**src/rtl/iob_bus_split_if.sv**
```systemverilog
// iob_bus_split_if: packed native-bus bundle between the CPU-side
// master port and the N slave ports of the splitter.
interface iob_bus_split_if #(
    parameter int ADDR_W   = 32,
    parameter int DATA_W   = 32,
    parameter int N_SLAVES = 2
);
    localparam int REQ_W  = 1 + ADDR_W + DATA_W + DATA_W / 8;
    localparam int RESP_W = DATA_W + 1;

    logic [REQ_W-1:0]           m_req;
    logic [RESP_W-1:0]          m_resp;
    logic [N_SLAVES*REQ_W-1:0]  s_req;
    logic [N_SLAVES*RESP_W-1:0] s_resp;

    modport master (
        output m_req,
        input  m_resp,
        input  s_req,
        output s_resp
    );

    modport slave (
        input  m_req,
        output m_resp,
        output s_req,
        input  s_resp
    );
endinterface

```
**src/rtl/iob_bus_split.sv**
```systemverilog
// iob_bus_split: 1-to-N native bus splitter with route lock,
// decode-error responses and a per-transaction timeout watchdog.
module iob_bus_split #(
    parameter int ADDR_W   = 32,
    parameter int DATA_W   = 32,
    parameter int N_SLAVES = 2,
    parameter int SEL_W    = 1,
    parameter int TIMEOUT  = 255,
    parameter logic [DATA_W-1:0] ERR_DATA = 32'hDEADBEEF
) (
    input  logic             clk,
    input  logic             rst,
    iob_bus_split_if.slave   bus,
    input  logic             err_clr,
    output logic             err_flag,
    output logic [1:0]       err_code,
    output logic [SEL_W-1:0] err_sel
);
    localparam int REQ_W  = 1 + ADDR_W + DATA_W + DATA_W / 8;
    localparam int RESP_W = DATA_W + 1;
    localparam int CNT_W  =
        (TIMEOUT > 0) ? $clog2(TIMEOUT + 1) : 1;

    localparam logic [1:0] CODE_DEC = 2'b01;
    localparam logic [1:0] CODE_TMO = 2'b10;

    typedef enum logic [1:0] {
        IDLE,
        BUSY,
        ERR
    } state_t;

    state_t             state;
    logic [CNT_W-1:0]   cnt;
    logic [SEL_W-1:0]   sel_q;
    logic               rst_q;

    logic               m_valid;
    logic [SEL_W-1:0]   sel;
    logic               sel_ok;
    logic               active;
    logic               route_en;
    logic [SEL_W-1:0]   route_sel;
    logic               rdy;
    logic [N_SLAVES*REQ_W-1:0] s_req_d;
    logic [RESP_W-1:0]  m_resp_d;

    assign m_valid = bus.m_req[REQ_W-1];
    assign sel     = bus.m_req[REQ_W-2 -: SEL_W];
    assign sel_ok  = (32'(sel) < N_SLAVES);

    // Outputs stay quiet during reset and the cycle right after it.
    assign active  = !rst && !rst_q;

    always_comb begin
        route_en  = 1'b0;
        route_sel = sel;
        if (active) begin
            unique case (state)
                IDLE: begin
                    route_en  = m_valid && sel_ok;
                    route_sel = sel;
                end
                BUSY: begin
                    route_en  = m_valid;
                    route_sel = sel_q;
                end
                default: ;
            endcase
        end
    end

    always_comb begin
        s_req_d  = '0;
        m_resp_d = '0;
        for (int k = 0; k < N_SLAVES; k++) begin
            if (route_en && route_sel == SEL_W'(k)) begin
                s_req_d[k*REQ_W +: REQ_W] = bus.m_req;
                m_resp_d = bus.s_resp[k*RESP_W +: RESP_W];
            end
        end
        if (active && state == ERR)
            m_resp_d = {ERR_DATA, 1'b1};
    end

    assign rdy        = route_en && m_resp_d[0];
    assign bus.s_req  = s_req_d;
    assign bus.m_resp = m_resp_d;

    always_ff @(posedge clk) begin
        if (rst) begin
            state    <= IDLE;
            cnt      <= '0;
            sel_q    <= '0;
            rst_q    <= 1'b1;
            err_flag <= 1'b0;
            err_code <= '0;
            err_sel  <= '0;
        end else begin
            rst_q <= 1'b0;
            if (err_clr) begin
                err_flag <= 1'b0;
                err_code <= '0;
                err_sel  <= '0;
            end
            unique case (state)
                IDLE: begin
                    if (active && m_valid) begin
                        if (!sel_ok) begin
                            state <= ERR;
                            if (!err_flag || err_clr) begin
                                err_flag <= 1'b1;
                                err_code <= CODE_DEC;
                                err_sel  <= sel;
                            end
                        end else if (!rdy) begin
                            state <= BUSY;
                            sel_q <= sel;
                            cnt   <= '0;
                        end
                    end
                end
                BUSY: begin
                    // Ready at the limit completes normally.
                    if (!m_valid || rdy) begin
                        state <= IDLE;
                    end else if (TIMEOUT > 0 &&
                        cnt == CNT_W'(TIMEOUT - 1)) begin
                        state <= ERR;
                        if (!err_flag || err_clr) begin
                            err_flag <= 1'b1;
                            err_code <= CODE_TMO;
                            err_sel  <= sel_q;
                        end
                    end else if (TIMEOUT > 0) begin
                        cnt <= cnt + 1'b1;
                    end
                end
                ERR:     state <= IDLE;
                default: state <= IDLE;
            endcase
        end
    end
endmodule

```
**src/flat_wrapper.sv**
```systemverilog
// flat-port wrapper written by rule: the top's interface ports become plain ports
module iob_bus_split_flat 
#(
    parameter int ADDR_W   = 32,
    parameter int DATA_W   = 32,
    parameter int N_SLAVES = 2,
    parameter int SEL_W    = 1,
    parameter int TIMEOUT  = 255,
    parameter logic [DATA_W-1:0] ERR_DATA = 32'hDEADBEEF
)
  (clk, rst, err_clr, err_flag, err_code, err_sel, bus_m_req, bus_m_resp, bus_s_req, bus_s_resp);
  iob_bus_split_if #(.ADDR_W(ADDR_W), .DATA_W(DATA_W), .N_SLAVES(N_SLAVES)) bus_i ();
  input  logic clk;
  input  logic rst;
  input  logic err_clr;
  output logic err_flag;
  output logic [1:0] err_code;
  output logic [SEL_W-1:0] err_sel;
  input wire logic [$bits(bus_i.m_req)-1:0] bus_m_req;
  output wire logic [$bits(bus_i.m_resp)-1:0] bus_m_resp;
  output wire logic [$bits(bus_i.s_req)-1:0] bus_s_req;
  input wire logic [$bits(bus_i.s_resp)-1:0] bus_s_resp;
  assign bus_i.m_req = bus_m_req;
  assign bus_m_resp = bus_i.m_resp;
  assign bus_s_req = bus_i.s_req;
  assign bus_i.s_resp = bus_s_resp;
  iob_bus_split #(.ADDR_W(ADDR_W), .DATA_W(DATA_W), .N_SLAVES(N_SLAVES), .SEL_W(SEL_W), .TIMEOUT(TIMEOUT), .ERR_DATA(ERR_DATA)) u_core (.clk(clk), .rst(rst), .bus(bus_i), .err_clr(err_clr), .err_flag(err_flag), .err_code(err_code), .err_sel(err_sel));
endmodule
```
**config.mk**
```make
export PLATFORM = sky130hd
export DESIGN_NAME = iob_bus_split_flat
export DESIGN_NICKNAME = d
export VERILOG_FILES = /design/src/rtl/iob_bus_split_if.sv /design/src/rtl/iob_bus_split.sv /design/src/flat_wrapper.sv
export SDC_FILE = /design/constraint.sdc
export NUM_CORES = 1
export LEC_CHECK = 0
export BUFFER_PORTS_ARGS = -buffer_cell sky130_fd_sc_hd__buf_4
export CORE_AREA = 2 2 122 124
export DETAILED_ROUTE_END_ITERATION = 12
export DIE_AREA = 0 0 124 126
export GPL_TIMING_DRIVEN = 0
export PLACE_DENSITY = 0.58
export REMOVE_ABC_BUFFERS = 1
export SLEW_MARGIN = 10
export SYNTH_ARGS = -nofsm -noshare
export SYNTH_HDL_FRONTEND = slang
export SYNTH_SLANG_ARGS = --single-unit
```
**constraint.sdc**
```tcl
create_clock -name clk -period 3.36 [get_ports clk]
set_input_delay 0.84 -clock clk [delete_from_list [all_inputs] [get_ports clk]]
set_output_delay 0.84 -clock clk [all_outputs]
set_load 0.1 [all_outputs]
```
-- After elaboration in Yosys (flattened, before gate mapping)
Index checks and enable logic that the tools add are counted.
- register bits after elaboration: 16
- bits of input ports: 138
- output and inout bits: 175
- word-level logic and storage cells: 71
- $add $sub $neg: 1
- eq/ne operators: 8
- muxes and demuxes: 35
- bitwise gates (word level): 2
- reduce and logical (&&, ||, !) cells: 18
- operators by type and width (kind ; number):
    69-bit 2-to-1 mux ; 2
    33-bit 2-to-1 mux ; 3
    8-bit 2-to-1 mux ; 4
    2-bit 2-to-1 mux ; 9
    8-bit case mux with 2 select lines ; 1
    1-bit 2-to-1 mux ; 15
    8-bit by 1-bit adder with 8-bit output, second input constant ; 1
    8-bit == test, second input constant ; 1
    1-bit logical AND ; 6
    2-bit != test, second input constant ; 3
    3-bit AND reduction ; 2
    5-bit AND reduction ; 1
    1-bit zero test ; 4
    2-bit case mux with 2 select lines ; 1
    3-bit by 1-bit != test with 1-bit output, second input constant ; 1
    2-bit by 1-bit == test with 1-bit output, second input constant ; 1
    2-bit == test, second input constant ; 1
    2-bit zero test ; 1
    1-bit logical OR ; 2
    2-bit by 1-bit != test with 1-bit output, second input constant ; 1
    1-bit NOT ; 2
    2-bit nonzero test ; 1
    2-bit OR reduction ; 1

-- Logic depth before layout (Yosys ltp)
- depth after elaboration: 12
- gate-level depth with buffers: 8
- depth with buffers taken out: 7

-- Worst setup path before layout
OpenSTA, ideal clock, no wires.
- kind: input-to-output
- start: in rst
- end: out bus_m_resp[10]
- arrival time: 4027 ps
- data required time: 2520 ps
- slack: -1507 ps
- stages on the path: 6
- path buffers: 2
- path through: nor4b_4 -> mux2_1 -> buf_4 -> buf_2 -> mux2i_1 -> o21ai_0
- cells in the longest elaborated chain, start to end: 8
- elaborated cells on any way between the ends: 11
- classes of those cells: mux (5); bitwise (1); reduce/logical (5)
- RTL lines (element ; RTL line ; RTL):
    from (decl) ; flat_wrapper.sv:14 ; input logic rst;
    1-bit zero test * ; iob_bus_split.sv:53 ; assign active = !rst && !rst_q;
    1-bit logical AND * ; iob_bus_split.sv:53 ;
    1-bit 2-to-1 mux ; iob_bus_split.sv:58 ; if (active) begin
    1-bit NOT ; iob_bus_split.sv:77 ; if (route_en && route_sel == SEL_W'(k)) begin
    1-bit logical AND ; iob_bus_split.sv:77 ;
    33-bit 2-to-1 mux (2 in a row) ; iob_bus_split.sv:77 ;
    33-bit 2-to-1 mux * ; iob_bus_split.sv:82 ; if (active && state == ERR)
    to (decl) ; flat_wrapper.sv:20 ; output wire logic [$bits(bus_i.m_resp)-1:0] bus_m_resp;
Mark *: on every way between the ends. The rest lies on a longest branch, timed or not.

-- Final worst setup path
- start: in rst
- end: out bus_m_resp[1]
The elaborated chain is that of the path after synthesis.

==> flow_metrics.py <==
metrics = {
    "cts": {
        "root_buffer": "clkbuf_16",
        "cts.clk_slew.worst_paths_ps": 50,
        "clockBufferDepth": 2,
        "h-tree-depth": 1,
        "clkSinkCount": 16,
        "cts_tree": "yes",
        "numCtsBuffers": 3,
        "clock_latency_ps": 250,
    },
    "pwr": {
        "switching_power_uw": 587.0,
        "p_seq_share_pct": 15.2,
        "power_switching_share_pct": 45.18,
        "p_int_uw": 712.4,
        "power_frac_comb_pct": 64.2,
        "max-vdd-ir-drop_mv": 0.2012,
        "p_leak_nw": 3.527,
        "power_frac_clock_pct": 20.7,
        "power_mw": 1.299,
        "power_density_nw_per_um2": 180.4,
    },
    "die": {
        "die_height_um": 126,
        "ios": 313,
        "start_util_pct": 16.28,
        "die_x_um": 124,
        "rows": 44,
        "core_um2": 14310,
        "dieArea_um2": 15620,
    },
    "drt": {
        "routedWlPerCell_um": 20.39,
        "routed_wl_mm": 17.49,
        "drc_errors": 0,
        "vias_per_cell": 4.838,
        "num_vias": 4151,
        "drt_iter0_drc": 132,
        "ant_nets": 0,
        "first_pass_iters": 6,
    },
    "run_status": {
        "violations": "negative setup slack",
        "status": "finished, violations left",
    },
    "synth": {
        "avgSynthCellArea_um2": 6.737,
        "synth_ff_type": "dfxtp_1",
        "synth_area_um2": 2331,
        "synth_cell_types": 35,
        "yosys.area.top_type": "and3_1",
        "synth.yosys.seq_area_share_pct": 13.74,
        "yosys.area.top_type_share_pct": 36.77,
        "async_flop_share_pct": 0,
        "ys_ff_latch": 16,
        "netlist_instances": 346,
        "synth_enable_flop_cells": 0,
        "yosysWarnings": 0,
        "synthTopCellsByArea": "and3_1, dfxtp_1, mux2i_1",
    },
    "cells_and_area": {
        "num-fill-cells": 1265,
        "fin_util_pct": 50.31,
        "syn2layout_area_growth_pct": 209.0,
        "ff_latch_area_um2": 320.3,
        "nNetsFinal": 815,
        "multiInputGateArea_um2": 2321,
        "n_antenna_cell": 0,
        "drive_gt1_share_pct": 65.73,
    },
    "timing": {
        "setup_slack_ps": -66.14,
        "fmax_mhz": 291.9,
        "hold_viol": 0,
        "period_share_pct": 102.0,
        "worst_pin_slew_ps": 797.3,
        "relSlewSlack_pct": 45.80,
        "finClkSkew_ps": 1.368,
        "finalSetupTns_ps": -1133,
        "slew_viol_final": 0,
        "setup_viol_count_final": 43,
        "rsz0062_at_grt": "true",
        "period_needed_ps": 3426,
    },
    "global_routing": {
        "gr-total-overflow": 0,
        "grt_pass1_vias": 4096,
        "grt_pass1_wl_mm": 23.38,
        "antenna_found_initial": 0,
        "track_usage_pct": 19.25,
        "grt_max_degree": 38,
    },
    "setup_path": {
        "cp-end-kind": "primary output",
        "crit_path_max_fanout": 6,
        "worst-setup-path-type": "in -> out",
        "r2r_start": "u_core.state[0]",
        "rrSetupSlack_ps": 440,
        "required_ps": 2520,
        "r2r_cells": 7,
        "start_kind": "primary input",
        "crit_arrival_ps": 2590,
        "r2r-end": "u_core.err_sel",
    },
    "worst_hold_path": {
        "hold_path_class": "reg -> reg",
        "hold_end": "u_core.err_code[1]",
        "hp-start": "u_core.err_code[1]",
        "hold_depth": 2,
    },
    "placed_design": {
        "dp_hpwl_mm": 10.64,
        "portBuffers": 312,
        "gp_congestion": 0.7845,
    },
    "run": {
        "max-cap-violations": 0,
    },
}
-- synth_stat cells (all sizes together), types with 3 or more instances --
master	n
o21ai	28
a21oi	19
dfxtp	16
and3	137
buf	8
o31ai	7
mux2i	26
clkbuf	35
nor2	5
nand2	23
nand3	4
nor2b	3
or4	6
nand4	3
nand2b	4
-- worst max-delay path by stage --
stage               from            end  cells after the start
detailed placement   rst  bus_m_resp[0]                      7
floorplan            rst  bus_m_resp[0]                      4
global placement     rst  bus_m_resp[0]                      6
global route         rst  bus_m_resp[1]                      8
CTS                  rst  bus_m_resp[0]                      8
finish               rst  bus_m_resp[1]                      8
-- flip-flops by register name (all words and copies together) (netlist names) --
signal,cells
u_core.state,2
u_core.err_sel,1
u_core.err_code,2
u_core.cnt,8
u_core.rst_q,1
u_core.sel_q,1
u_core.err_flag,1
-- critical path, stage by stage --
cell	delay, ps
buf_12	110
nor4b_4	270
buf_4	180
mux2_8	410
buf_16	170
mux2i_1	110
o21ai_0	210
buf_6	270
-- cell type report --
class | count | share of cell area [%]
timing repair buffer | 360 | 58.84
tap | 184 | 3.197
clock buffer | 4 | 1.233
sequential | 16 | 4.448
inverter | 1 | 0.05212
multi-input combinational | 293 | 32.23
-- cell families (layout without fill, tap and decap cells) --
group	count (synthesis)	in the layout	share of synthesized area, %
compound gates	58	58	13.85
simple gates	198	199	51.48
flops	16	16	13.74
fa+ha+maj	2	2	1.073
buf+inv	44	365	7.568
mux	28	34	12.29
-- through the flow --
step	hold WS, ps	worst slack, ps	area [um2]	std cells
finish	484.4	-66.14	7202	858
global route	517.7	-183.9	7202	858
CTS	484.2	-110.4	6455	846
detailed placement	473.1	-559.3	4886	811
global placement	465.8	-10320	4731	799
floorplan	447.8	-7034	2158	303
-- cells in the final DEF (no fill, tap or decap), drive strengths merged, types with 3 or more instances in the layout --
cell type	instances
mux2	7
nand2	23
nor2b	3
a21oi	19
clkbuf	25
o31ai	7
nand4	3
mux2i	27
nand2b	4
and3	137
buf	338
o21ai	28
dfxtp	16
nand3	4
or4	6
nand3b	3
nor2	5
-- timing repair --
action	in CTS	in global routing
gates resized for setup	254	171
endpoints found under the setup margin	153	155
cloned	10	5
hold buffers	0	0
buffers inserted	21	8
pin swaps	17	23
-- per-layer routing --
layer | GRT usage (%) | up-vias | part of all wire, %
li1 | - | 1961 | -
met1 | 24.22 | 2006 | 40
met2 | 34.10 | 161 | 51
met3 | 3.623 | 23 | 7.4
met4 | 3.569 | 0 | 1.7
met5 | 0 | - | 0
-- power groups by stage --
stage               Sequential (mW)  Clock (mW)  Combinational [mW]
CTS                           0.196       0.267               0.775
global route                  0.198       0.278               0.866
finish                        0.197       0.268               0.834
global placement              0.198           0               0.619
floorplan                     0.197           0               0.394
detailed placement            0.198           0               0.639
Note: power is estimated with default switching activity, not from simulation.
